**src/rtl/layer1_weight_seq_pkg.sv**
```systemverilog
// Shared definitions for the layer-1 weight sequencer.
// Contents:
//   - wseq_state_e      : sequencer FSM states.
//   - DEF_N1..DEF_N4    : default per-conv word counts, derived from the
//                         channel counts and kernel sizes of the block.
//   - seg_tag_t         : segment tag carried alongside each read.
//                         0 means no read; 1..4 name conv1..conv4.
//   - state_to_tag()    : issuing state to segment tag.
//   - tag_to_onehot()   : segment tag to one-hot valid vector.
package layer1_weight_seq_pkg;

  typedef enum logic [2:0] {
    ST_IDLE  = 3'd0,
    ST_SEG1  = 3'd1,
    ST_SEG2  = 3'd2,
    ST_SEG3  = 3'd3,
    ST_SEG4  = 3'd4,
    ST_DRAIN = 3'd5
  } wseq_state_e;

  localparam int CH_IN     = 64;
  localparam int CH_MID    = 64;
  localparam int CH_OUT    = 256;
  localparam int K_1X1     = 1;
  localparam int K_3X3     = 9;

  localparam int DEF_N1 = CH_IN  * CH_MID * K_1X1;  // conv1 1x1, 64->64
  localparam int DEF_N2 = CH_MID * CH_MID * K_3X3;  // conv2 3x3, 64->64
  localparam int DEF_N3 = CH_MID * CH_OUT * K_1X1;  // conv3 1x1, 64->256
  localparam int DEF_N4 = CH_IN  * CH_OUT * K_1X1;  // conv4 1x1 shortcut

  typedef logic [2:0] seg_tag_t;
  localparam seg_tag_t TAG_NONE = 3'd0;

  // Segment tag of a read issued from the given state.
  function automatic seg_tag_t state_to_tag(input wseq_state_e s);
    seg_tag_t t;
    case (s)
      ST_SEG1: t = 3'd1;
      ST_SEG2: t = 3'd2;
      ST_SEG3: t = 3'd3;
      ST_SEG4: t = 3'd4;
      default: t = TAG_NONE;
    endcase
    return t;
  endfunction

  // One-hot conv selector for a segment tag; zero when no read is tagged.
  function automatic logic [3:0] tag_to_onehot(input seg_tag_t t);
    logic [3:0] v;
    case (t)
      3'd1:    v = 4'b0001;
      3'd2:    v = 4'b0010;
      3'd3:    v = 4'b0100;
      3'd4:    v = 4'b1000;
      default: v = 4'b0000;
    endcase
    return v;
  endfunction

endpackage

```
**src/rtl/wseq_seg_counter.sv**
```systemverilog
// Per-segment word counter for the weight sequencer.
// Ports:
//   clk, reset   : clock and synchronous active-high reset.
//   clear        : synchronous clear, holds the count at zero.
//   en           : advance by one word.
//   cnt_last     : last count value of the current segment.
//   cnt          : current count.
//   tc           : terminal count, high while cnt == cnt_last.
// Advancing at terminal count wraps to zero, ready for the next segment.
module wseq_seg_counter #(
  parameter int WIDTH = 17
) (
  input  logic             clk,
  input  logic             reset,
  input  logic             clear,
  input  logic             en,
  input  logic [WIDTH-1:0] cnt_last,
  output logic [WIDTH-1:0] cnt,
  output logic             tc
);

  logic [WIDTH-1:0] cnt_r;

  assign cnt = cnt_r;
  assign tc  = (cnt_r == cnt_last);

  // Word count register: clear, advance, or wrap at the segment end.
  always_ff @(posedge clk) begin
    if (reset) begin
      cnt_r <= {WIDTH{1'b0}};
    end else if (clear) begin
      cnt_r <= {WIDTH{1'b0}};
    end else if (en) begin
      if (tc) begin
        cnt_r <= {WIDTH{1'b0}};
      end else begin
        cnt_r <= cnt_r + WIDTH'(1);
      end
    end
  end

endmodule

```
**src/rtl/layer1_weight_seq.sv**
```systemverilog
// Layer-1 weight sequencer: streams the weights of four convolutions out
// of one contiguous weight memory and routes each word to its conv.
// Ports:
//   clk, reset        : clock and synchronous active-high reset.
//   start             : one-cycle request to load all four weight sets.
//   hold              : back-pressure; no new reads are issued while high.
//   rd_en, rd_addr    : weight-memory read request.
//   rd_data           : memory data, valid one cycle after rd_en.
//   weight_out        : weight word shared by all four conv ports.
//   valid_weight_out  : one-hot, bit k-1 qualifies weight_out for conv k.
//   busy              : high while a load is in progress.
//   done              : one-cycle pulse once the last word is delivered.
module layer1_weight_seq
  import layer1_weight_seq_pkg::*;
#(
  parameter int DATA_WIDTH = 32,
  parameter int ADDR_WIDTH = 17,
  parameter int N1         = DEF_N1,
  parameter int N2         = DEF_N2,
  parameter int N3         = DEF_N3,
  parameter int N4         = DEF_N4
) (
  input  logic                  clk,
  input  logic                  reset,
  input  logic                  start,
  input  logic                  hold,
  output logic                  rd_en,
  output logic [ADDR_WIDTH-1:0] rd_addr,
  input  logic [DATA_WIDTH-1:0] rd_data,
  output logic [DATA_WIDTH-1:0] weight_out,
  output logic [3:0]            valid_weight_out,
  output logic                  busy,
  output logic                  done
);

  localparam longint TOTAL_WORDS = longint'(N1) + longint'(N2)
                                 + longint'(N3) + longint'(N4);
  localparam longint ADDR_SPACE  = longint'(1) << ADDR_WIDTH;

  if (N1 < 1 || N2 < 1 || N3 < 1 || N4 < 1) begin : g_bad_seg_size
    $error("layer1_weight_seq: every segment needs at least one word");
  end
  if (TOTAL_WORDS > ADDR_SPACE) begin : g_bad_total
    $error("layer1_weight_seq: weight set does not fit the address space");
  end

  localparam logic [ADDR_WIDTH-1:0] BASE1 = {ADDR_WIDTH{1'b0}};
  localparam logic [ADDR_WIDTH-1:0] BASE2 = ADDR_WIDTH'(N1);
  localparam logic [ADDR_WIDTH-1:0] BASE3 = ADDR_WIDTH'(N1 + N2);
  localparam logic [ADDR_WIDTH-1:0] BASE4 = ADDR_WIDTH'(N1 + N2 + N3);
  localparam logic [ADDR_WIDTH-1:0] LAST1 = ADDR_WIDTH'(N1 - 1);
  localparam logic [ADDR_WIDTH-1:0] LAST2 = ADDR_WIDTH'(N2 - 1);
  localparam logic [ADDR_WIDTH-1:0] LAST3 = ADDR_WIDTH'(N3 - 1);
  localparam logic [ADDR_WIDTH-1:0] LAST4 = ADDR_WIDTH'(N4 - 1);

  wseq_state_e           state_r;
  wseq_state_e           state_next_s;
  logic                  issue_s;
  logic                  done_s;
  logic [ADDR_WIDTH-1:0] seg_base_s;
  logic [ADDR_WIDTH-1:0] seg_last_s;
  logic [ADDR_WIDTH-1:0] cnt_s;
  logic                  tc_s;
  logic                  cnt_clear_s;
  logic                  pipe_empty_s;
  seg_tag_t              tag_s1_r;
  logic [DATA_WIDTH-1:0] weight_r;
  logic [3:0]            valid_r;

  assign cnt_clear_s  = (state_r == ST_IDLE);
  // Empty once no tag waits for its data and no word is on the outputs.
  assign pipe_empty_s = (tag_s1_r == TAG_NONE) && (valid_r == 4'b0000);

  wseq_seg_counter #(
    .WIDTH (ADDR_WIDTH)
  ) u_seg_counter (
    .clk      (clk),
    .reset    (reset),
    .clear    (cnt_clear_s),
    .en       (issue_s),
    .cnt_last (seg_last_s),
    .cnt      (cnt_s),
    .tc       (tc_s)
  );

  // FSM state register.
  always_ff @(posedge clk) begin
    if (reset) begin
      state_r <= ST_IDLE;
    end else begin
      state_r <= state_next_s;
    end
  end

  // Next state, read issue and segment window selection.
  always_comb begin
    state_next_s = state_r;
    issue_s      = 1'b0;
    done_s       = 1'b0;
    seg_base_s   = {ADDR_WIDTH{1'b0}};
    seg_last_s   = {ADDR_WIDTH{1'b0}};
    case (state_r)
      ST_IDLE: begin
        if (start) begin
          state_next_s = ST_SEG1;
        end else begin
          state_next_s = ST_IDLE;
        end
      end
      ST_SEG1, ST_SEG2, ST_SEG3, ST_SEG4: begin
        case (state_r)
          ST_SEG1: begin seg_base_s = BASE1; seg_last_s = LAST1; end
          ST_SEG2: begin seg_base_s = BASE2; seg_last_s = LAST2; end
          ST_SEG3: begin seg_base_s = BASE3; seg_last_s = LAST3; end
          ST_SEG4: begin seg_base_s = BASE4; seg_last_s = LAST4; end
          default: begin seg_base_s = BASE1; seg_last_s = LAST1; end
        endcase
        if (!hold) begin
          issue_s = 1'b1;
          if (tc_s) begin
            case (state_r)
              ST_SEG1: state_next_s = ST_SEG2;
              ST_SEG2: state_next_s = ST_SEG3;
              ST_SEG3: state_next_s = ST_SEG4;
              default: state_next_s = ST_DRAIN;
            endcase
          end else begin
            state_next_s = state_r;
          end
        end else begin
          state_next_s = state_r;
        end
      end
      ST_DRAIN: begin
        if (pipe_empty_s) begin
          done_s       = 1'b1;
          state_next_s = ST_IDLE;
        end else begin
          state_next_s = ST_DRAIN;
        end
      end
      default: begin
        state_next_s = ST_IDLE;
      end
    endcase
  end

  // Delivery pipeline: the tag rides one stage while memory answers, then
  // the returned word and its one-hot route are registered together.
  always_ff @(posedge clk) begin
    if (reset) begin
      tag_s1_r <= TAG_NONE;
      weight_r <= {DATA_WIDTH{1'b0}};
      valid_r  <= 4'b0000;
    end else begin
      tag_s1_r <= issue_s ? state_to_tag(state_r) : TAG_NONE;
      valid_r  <= tag_to_onehot(tag_s1_r);
      if (tag_s1_r != TAG_NONE) begin
        weight_r <= rd_data;
      end
    end
  end

  assign rd_en            = issue_s;
  assign rd_addr          = seg_base_s + cnt_s;
  assign weight_out       = weight_r;
  assign valid_weight_out = valid_r;
  assign busy             = (state_r != ST_IDLE);
  assign done             = done_s;

endmodule

```
**config.mk**
```make
export PLATFORM = sky130hd
export DESIGN_NAME = layer1_weight_seq
export DESIGN_NICKNAME = d
export VERILOG_FILES = /design/src/rtl/layer1_weight_seq_pkg.sv /design/src/rtl/wseq_seg_counter.sv /design/src/rtl/layer1_weight_seq.sv
export SDC_FILE = /design/constraint.sdc
export NUM_CORES = 1
export LEC_CHECK = 0
export CORE_UTILIZATION = 46
export CTS_BUF_LIST = sky130_fd_sc_hd__clkbuf_16
export DETAILED_ROUTE_END_ITERATION = 10
export GPL_TIMING_DRIVEN = 0
export PLACE_DENSITY_LB_ADDON = 0.08
export SLEW_MARGIN = 20
export SYNTH_ARGS = -nofsm -noshare
export SYNTH_HDL_FRONTEND = slang
export SYNTH_HIERARCHICAL = 1
export SYNTH_SLANG_ARGS = --single-unit
```
**constraint.sdc**
```tcl
create_clock -name clk -period 3.2 [get_ports clk]
set_input_delay 0.32 -clock clk [delete_from_list [all_inputs] [get_ports clk]]
set_output_delay 0.32 -clock clk [all_outputs]
set_load 0.05 [all_outputs]
```
# Word level (Yosys, flattened, before mapping)
# Cells that the tools add are included.
[classes]
n_mul = 0
bitwise = 1
order_cmp = 0
add_sub_neg = 2
n_reduce_logical = 11
eq_ne = 12
n_mux = 17
div_mod_pow = 0
shifts = 0
[ops]
columns = ["cell", "count"]
rows = [
  ["case mux 16 bit (3 select lines)", 1],
  ["2-to-1 mux 16 bit", 2],
  ["case mux 16 bit (2 select lines)", 1],
  ["case mux 3 bit (3 select lines)", 2],
  ["adder 17 x 1 -> 17 bit (second input constant)", 1],
  ["adder 17 bit", 1],
  ["equality test 17 x 16 -> 1 bit", 1],
  ["2-to-1 mux 17 bit", 1],
  ["case mux 4 bit (4 select lines)", 1],
  ["equality test 3 x 2 -> 1 bit (second input constant)", 4],
  ["case mux 3 bit (4 select lines)", 1],
  ["equality test 3 bit (second input constant)", 3],
  ["2-to-1 mux 3 bit", 3],
  ["equality test 3 x 1 -> 1 bit (second input constant)", 2],
  ["zero test 3 bit", 2],
  ["nonzero test 3 bit", 2],
  ["OR reduction 2 bit", 3],
  ["2-to-1 mux 1 bit", 5],
  ["zero test 4 bit", 1],
  ["inequality test 2 bit (second input constant)", 2],
  ["OR reduction 4 bit", 1],
  ["AND reduction 2 bit", 1],
  ["logical AND 1 bit", 1],
  ["NOT 1 bit", 1],
]
[totals]
ram_bits = 0
mem_count = 0
latchBits = 0
mem_bits_ro = 0
wordCells = 48
in_bits = 36
regBits = 59
out_inout_bits = 56

# Depth between registers and ports, before layout
[logic_depth]
ltp_word = 8
depth_mapped = 11

# By module
# Netlist, hierarchy kept.
[by_module_without_submodules]
columns = ["mod", "n_inst", "seq_area_each_um2", "cells_per_inst", "area_per_inst_um2"]
rows = [
  ["layer1_weight_seq", 1, 840.8, 214, 1791.7],
  ["wseq_seg_counter", 1, 340.3, 116, 1023.5],
]

# Least setup slack after synthesis
# No wires, ideal clock.
[synth_timing]
kind = "reg2reg"
start = "register state_r[1]"
end = "register u_seg_counter.cnt_r[8], in the netlist u_seg_counter/cnt[8]"
stages_incl_launch_ff = 10
setup_slack_ns = -0.094
setup_time_ns = 0.065
t_arrival_ns = 3.229
path_cell_list = "dfxtp_1 or3_1 inv_1 nor3_1 and3_1 clkbuf_1 and4_1 nand3_1 xor2_1 nor2_1"
[synth_rtl]
columns = ["element", "line", "text"]
rows = [
  ["from (decl)", "layer1_weight_seq.sv:56", "wseq_state_e state_r;"],
  ["from (signal assigned)", "layer1_weight_seq.sv:91", "state_r <= state_next_s;"],
  ["zero test 3 bit", "layer1_weight_seq.sv:70", "assign cnt_clear_s = (state_r == ST_IDLE);"],
  ["via cnt_clear_s", "layer1_weight_seq.sv:64", "logic cnt_clear_s;"],
  ["OR reduction 2 bit (no line)", "n/a", ""],
  ["to (signal assigned)", "wseq_seg_counter.sv:32", "cnt_r <= {WIDTH{1'b0}};"],
  ["to (signal assigned)", "wseq_seg_counter.sv:35", "cnt_r <= {WIDTH{1'b0}};"],
  ["to (signal assigned)", "wseq_seg_counter.sv:37", "cnt_r <= cnt_r + WIDTH'(1);"],
  ["to (decl)", "wseq_seg_counter.sv:22", "logic [WIDTH-1:0] cnt_r;"],
]
# The timed path passes the listed nets, and every way through them passes these cells.
# A chain may end at the register's enable or synchronous reset.

# Worst setup path in the final report
[layout_timing]
start = "register state_r[2]"
end = "output rd_addr[15]"
[layout_via]
elab_chain_len = 4
[layout_lines]
columns = ["element", "line", "text"]
rows = [
  ["equality test 3 bit, or another cell as far along", "layer1_weight_seq.sv:102, layer1_weight_seq.sv:111", ""],
  ["case mux 16 bit (3 select lines) or OR reduction 4 bit (tied branches)", "layer1_weight_seq.sv:111, layer1_weight_seq.sv:102", ""],
  ["2-to-1 mux 16 bit *", "layer1_weight_seq.sv:102", "case (state_r)"],
  ["adder 17 bit *", "layer1_weight_seq.sv:165", "assign rd_addr = seg_base_s + cnt_s;"],
  ["to (decl)", "layer1_weight_seq.sv:28", "output logic [ADDR_WIDTH-1:0] rd_addr,"],
]
# Mark *: on every way between the ends. The rest lies on a longest branch, timed or not.

==> qor.yml <==
clock_tree:
  max-clock-path-buffers: 2
  clock_tree.htree_level_count: 3
  tritoncts_num_sinks: 59
  tritoncts_clock_tree: "built"
  post_cts_clock_slew_at_the_launch_and_capture_registers_of_the_worst_setup_and_hold_paths_ns: 0.05
  cts.hold.buffers_added: 0
  setup_bufs_post_cts: 0
  root_buffer: "sky130_fd_sc_hd__clkbuf_16"
  cts_inserted_buffers: 9
  clk-insertion-delay-late_ns: 0.32
worst_setup_path:
  critical_path.top_delay_family: "buffers and inverters"
  worst_setup_path_endpoint: "rd_addr[15]"
  critical-path-slowest-cell: "sky130_fd_sc_hd__dlygate4sd2_1"
  critical_path.n_buffers_inverters: 2
  cell_occurring_most_often_along_the_worst_timing_path: "sky130_fd_sc_hd__a21o_1"
  criticalPathCategory: "reg -> out"
  arrival_ns: 2.65
  crit_path_cell_chain: "clkbuf_1, nor2b_1, a21o_1, ha_1, a21o_1, a21oi_1, xnor2_1, dlygate4sd2_1"
  critPathRequiredTime_ns: 2.88
  crit_path_start: "state_r[2]"
  critical_path.max_fanout: 10
  regToRegStartpoint: "state_r[1]"
  timing.critical_path.depth: 8
  stage_delay_of_the_slowest_cell_on_the_critical_path_ns: 0.55
  crit_path_start_kind: "flop"
  worst-r2r-cell-count: 11
  regToRegEndpoint: "state_r[0]"
  endpoint_kind: "output port"
  r2r_setup_slack_ns: 0.56
cells_and_area:
  final_net_count: 475
  layout_commonest_cell: "sky130_fd_sc_hd__clkdlybuf4s50_1"
  final_cell_mix: "87 x sky130_fd_sc_hd__clkdlybuf4s50_1, 67 x sky130_fd_sc_hd__nand2_1, 59 x sky130_fd_sc_hd__dfxtp_1"
  insertedDiodeCount: 0
  post-route-util: 0.6967
  area_growth_pct: 46.53
  filler_cell_count: 501
  drive_gt1_frac: 0.1370
run_status:
  run_status: "finished, final reports clean"
pwr:
  p_int_w: 0.001474
  switching_power_w: 0.0005246
  report.power.total_w: 0.001999
  portion_of_total_power_attributed_to_combinational_logic: 0.150
  pwr-share-seq: 0.382
  power.leakage_nw: 1.586
  vdd_drop_max_uv: 319.1
  power_per_cell_area_nw_per_um2: 484.5
  power.switching_fraction: 0.2625
  power.clock.fraction: 0.467
placed_design:
  gp_congestion: 0.7932
  dpl_worst_slack_ns: 0.04002
  portBuffers: 91
  place_hpwl_um: 4635
sta:
  final-max-slew-violation-count: 0
  hold_viol_final: 0
  finalSetupViolations: 0
  fin_setup_tns_ns: 0
  finalCritPeriodShare: 0.9293
  period_minus_slack_ns: 2.974
  rsz0062_at_grt: "no"
  worst_slack_ns: 0.2263
  finalClockSkew_ns: 0.004372
  timing.hold.ws_ns: 0.4477
  worst_slew_margin_rel: 0.5353
  fmaxAchievable_mhz: 336.3
  worst_slew_pin_slew_ns: 0.6971
floorplan:
  floorplan.die_area_um2: 6437
  placeableCoreArea_um2: 5921
  ioPinCount: 92
  die_w_um: 80.23
  rows: 28
  fp.dieH_um: 80.23
  floorplan.initialDensity: 0.4755
hold_path:
  holdPathStages: 2
  hp-class: "reg -> reg"
synthesis:
  synth_edf_count: 0
  synth_area_um2: 2815
  synth_cell_type_count: 41
  synthesis.area_per_instance_um2: 8.531
  yosys_warnings: 6
  postSynth.topFlopCell: "sky130_fd_sc_hd__dfxtp_1"
  synth_async_sr_flop_share: 0
  synth_seq_cells: 59
  synth_sequential_area_ratio: 0.4196
  number_of_standard_cells_after_synthesis: 330
route:
  dr.pass1.iters: 4
  antenna_viol_nets_final: 0
  drt_iter0_markers: 126
  route.detailed.wl_per_inst_um: 12.55
  vias_cell: 4.969
  drcViolationCount: 0
  route.vias.total: 2549
  drt_wl_total_um: 6440
global_route:
  global_route.overflow_total: 0
  grt_pass1_vias: 2335
  grt_max_degree: 13
  grt_pass1_wl_um: 10580
  antenna_found_initial: 0
  track_usage: 0.2140
run:
  max_cap_viol_count: 0
through the flow:
stage	std cells	cell area [um2]
after floorplan	331	2824
after global placement	497	3829
after detailed placement	497	3829
after CTS	513	4121
after global routing	513	4125
final	513	4125
registers in the layout, indices dropped and copies added, names as in the netlist:
signal	count
tag_s1_r	3
weight_out	32
state_r	3
u_seg_counter/cnt	17
valid_weight_out	4
synth_stat cells (6+ instances only):
cell type,number,area (um2)
sky130_fd_sc_hd__nand2_2,10,62.56
sky130_fd_sc_hd__buf_6,6,67.56
sky130_fd_sc_hd__xor2_1,19,166.4
sky130_fd_sc_hd__inv_1,8,30.03
sky130_fd_sc_hd__buf_2,6,30.03
sky130_fd_sc_hd__a21oi_2,10,87.58
sky130_fd_sc_hd__nor2_1,28,105.1
sky130_fd_sc_hd__nor3_1,8,40.04
sky130_fd_sc_hd__dfxtp_1,59,1181
sky130_fd_sc_hd__a21oi_1,27,135.1
sky130_fd_sc_hd__nand2_1,67,251.5
sky130_fd_sc_hd__xnor2_1,15,131.4
layout make-up:
class                           instances  area, um2  share of cell area
Multi-Input combinational cell        245       1485              0.3600
Sequential cell                        59       1181              0.2863
Timing Repair Buffer                   91      905.9              0.2196
Clock buffer                            9      225.2             0.05460
Buffer                                 19      135.1             0.03276
Tap cell                               75      93.84             0.02275
Clock inverter                          7      68.82             0.01668
Inverter                                8      30.03            0.007279
power by group through the flow:
stage	Sequential, W	Combinational [W]	Clock [W]
floorplan	0.000832	0.000136	0
global placement	0.000779	0.000292	0
detailed placement	0.000780	0.000297	0
CTS	0.000764	0.000299	0.000948
global route	0.000766	0.000323	0.000987
finish	0.000764	0.000300	0.000934
worst min-delay path: cells and delay by family (launching register included):
family | cells | cell delay (ns)
compound gates | 1 | 0.05
simple gates | 1 | 0.05
flops | 1 | 0.30
how the worst min path moves through the flow:
stage | start | slack (ns) | end
final | weight_out[27] | 0.45 | weight_out[27]
after global routing | weight_out[13] | 0.47 | weight_out[13]
after CTS | weight_out[27] | 0.45 | weight_out[27]
after detailed placement | weight_out[27] | 0.44 | weight_out[27]
after global placement | weight_out[21] | 0.44 | weight_out[21]
after floorplan | hold | 0.40 | tag_s1_r[0]
cells by family after synthesis:
logic type / Yosys count / share of synthesized area
other cells: 1 / 0.001332
buf+inv: 27 / 0.05866
fa+ha+maj: 6 / 0.02933
compound gates: 54 / 0.1249
xor+xnor: 34 / 0.1058
flops: 59 / 0.4196
simple gates: 149 / 0.2604
routing by layer:
layer / global-route usage / up-vias / wire length (um)
met2: 0.3547 / 74 / 3091
met1: 0.2667 / 1161 / 2872
met5: 0 / - / 0
met4: 0.09107 / 0 / 83
met3: 0.04659 / 8 / 393
li1: - / 1306 / -
what timing repair did:
action / CTS / global route
setup endpoints to repair: 3 / 3
resized for setup: 5 / 4
gates cloned: 0 / 0
Power figures use the tool's default switching activity.
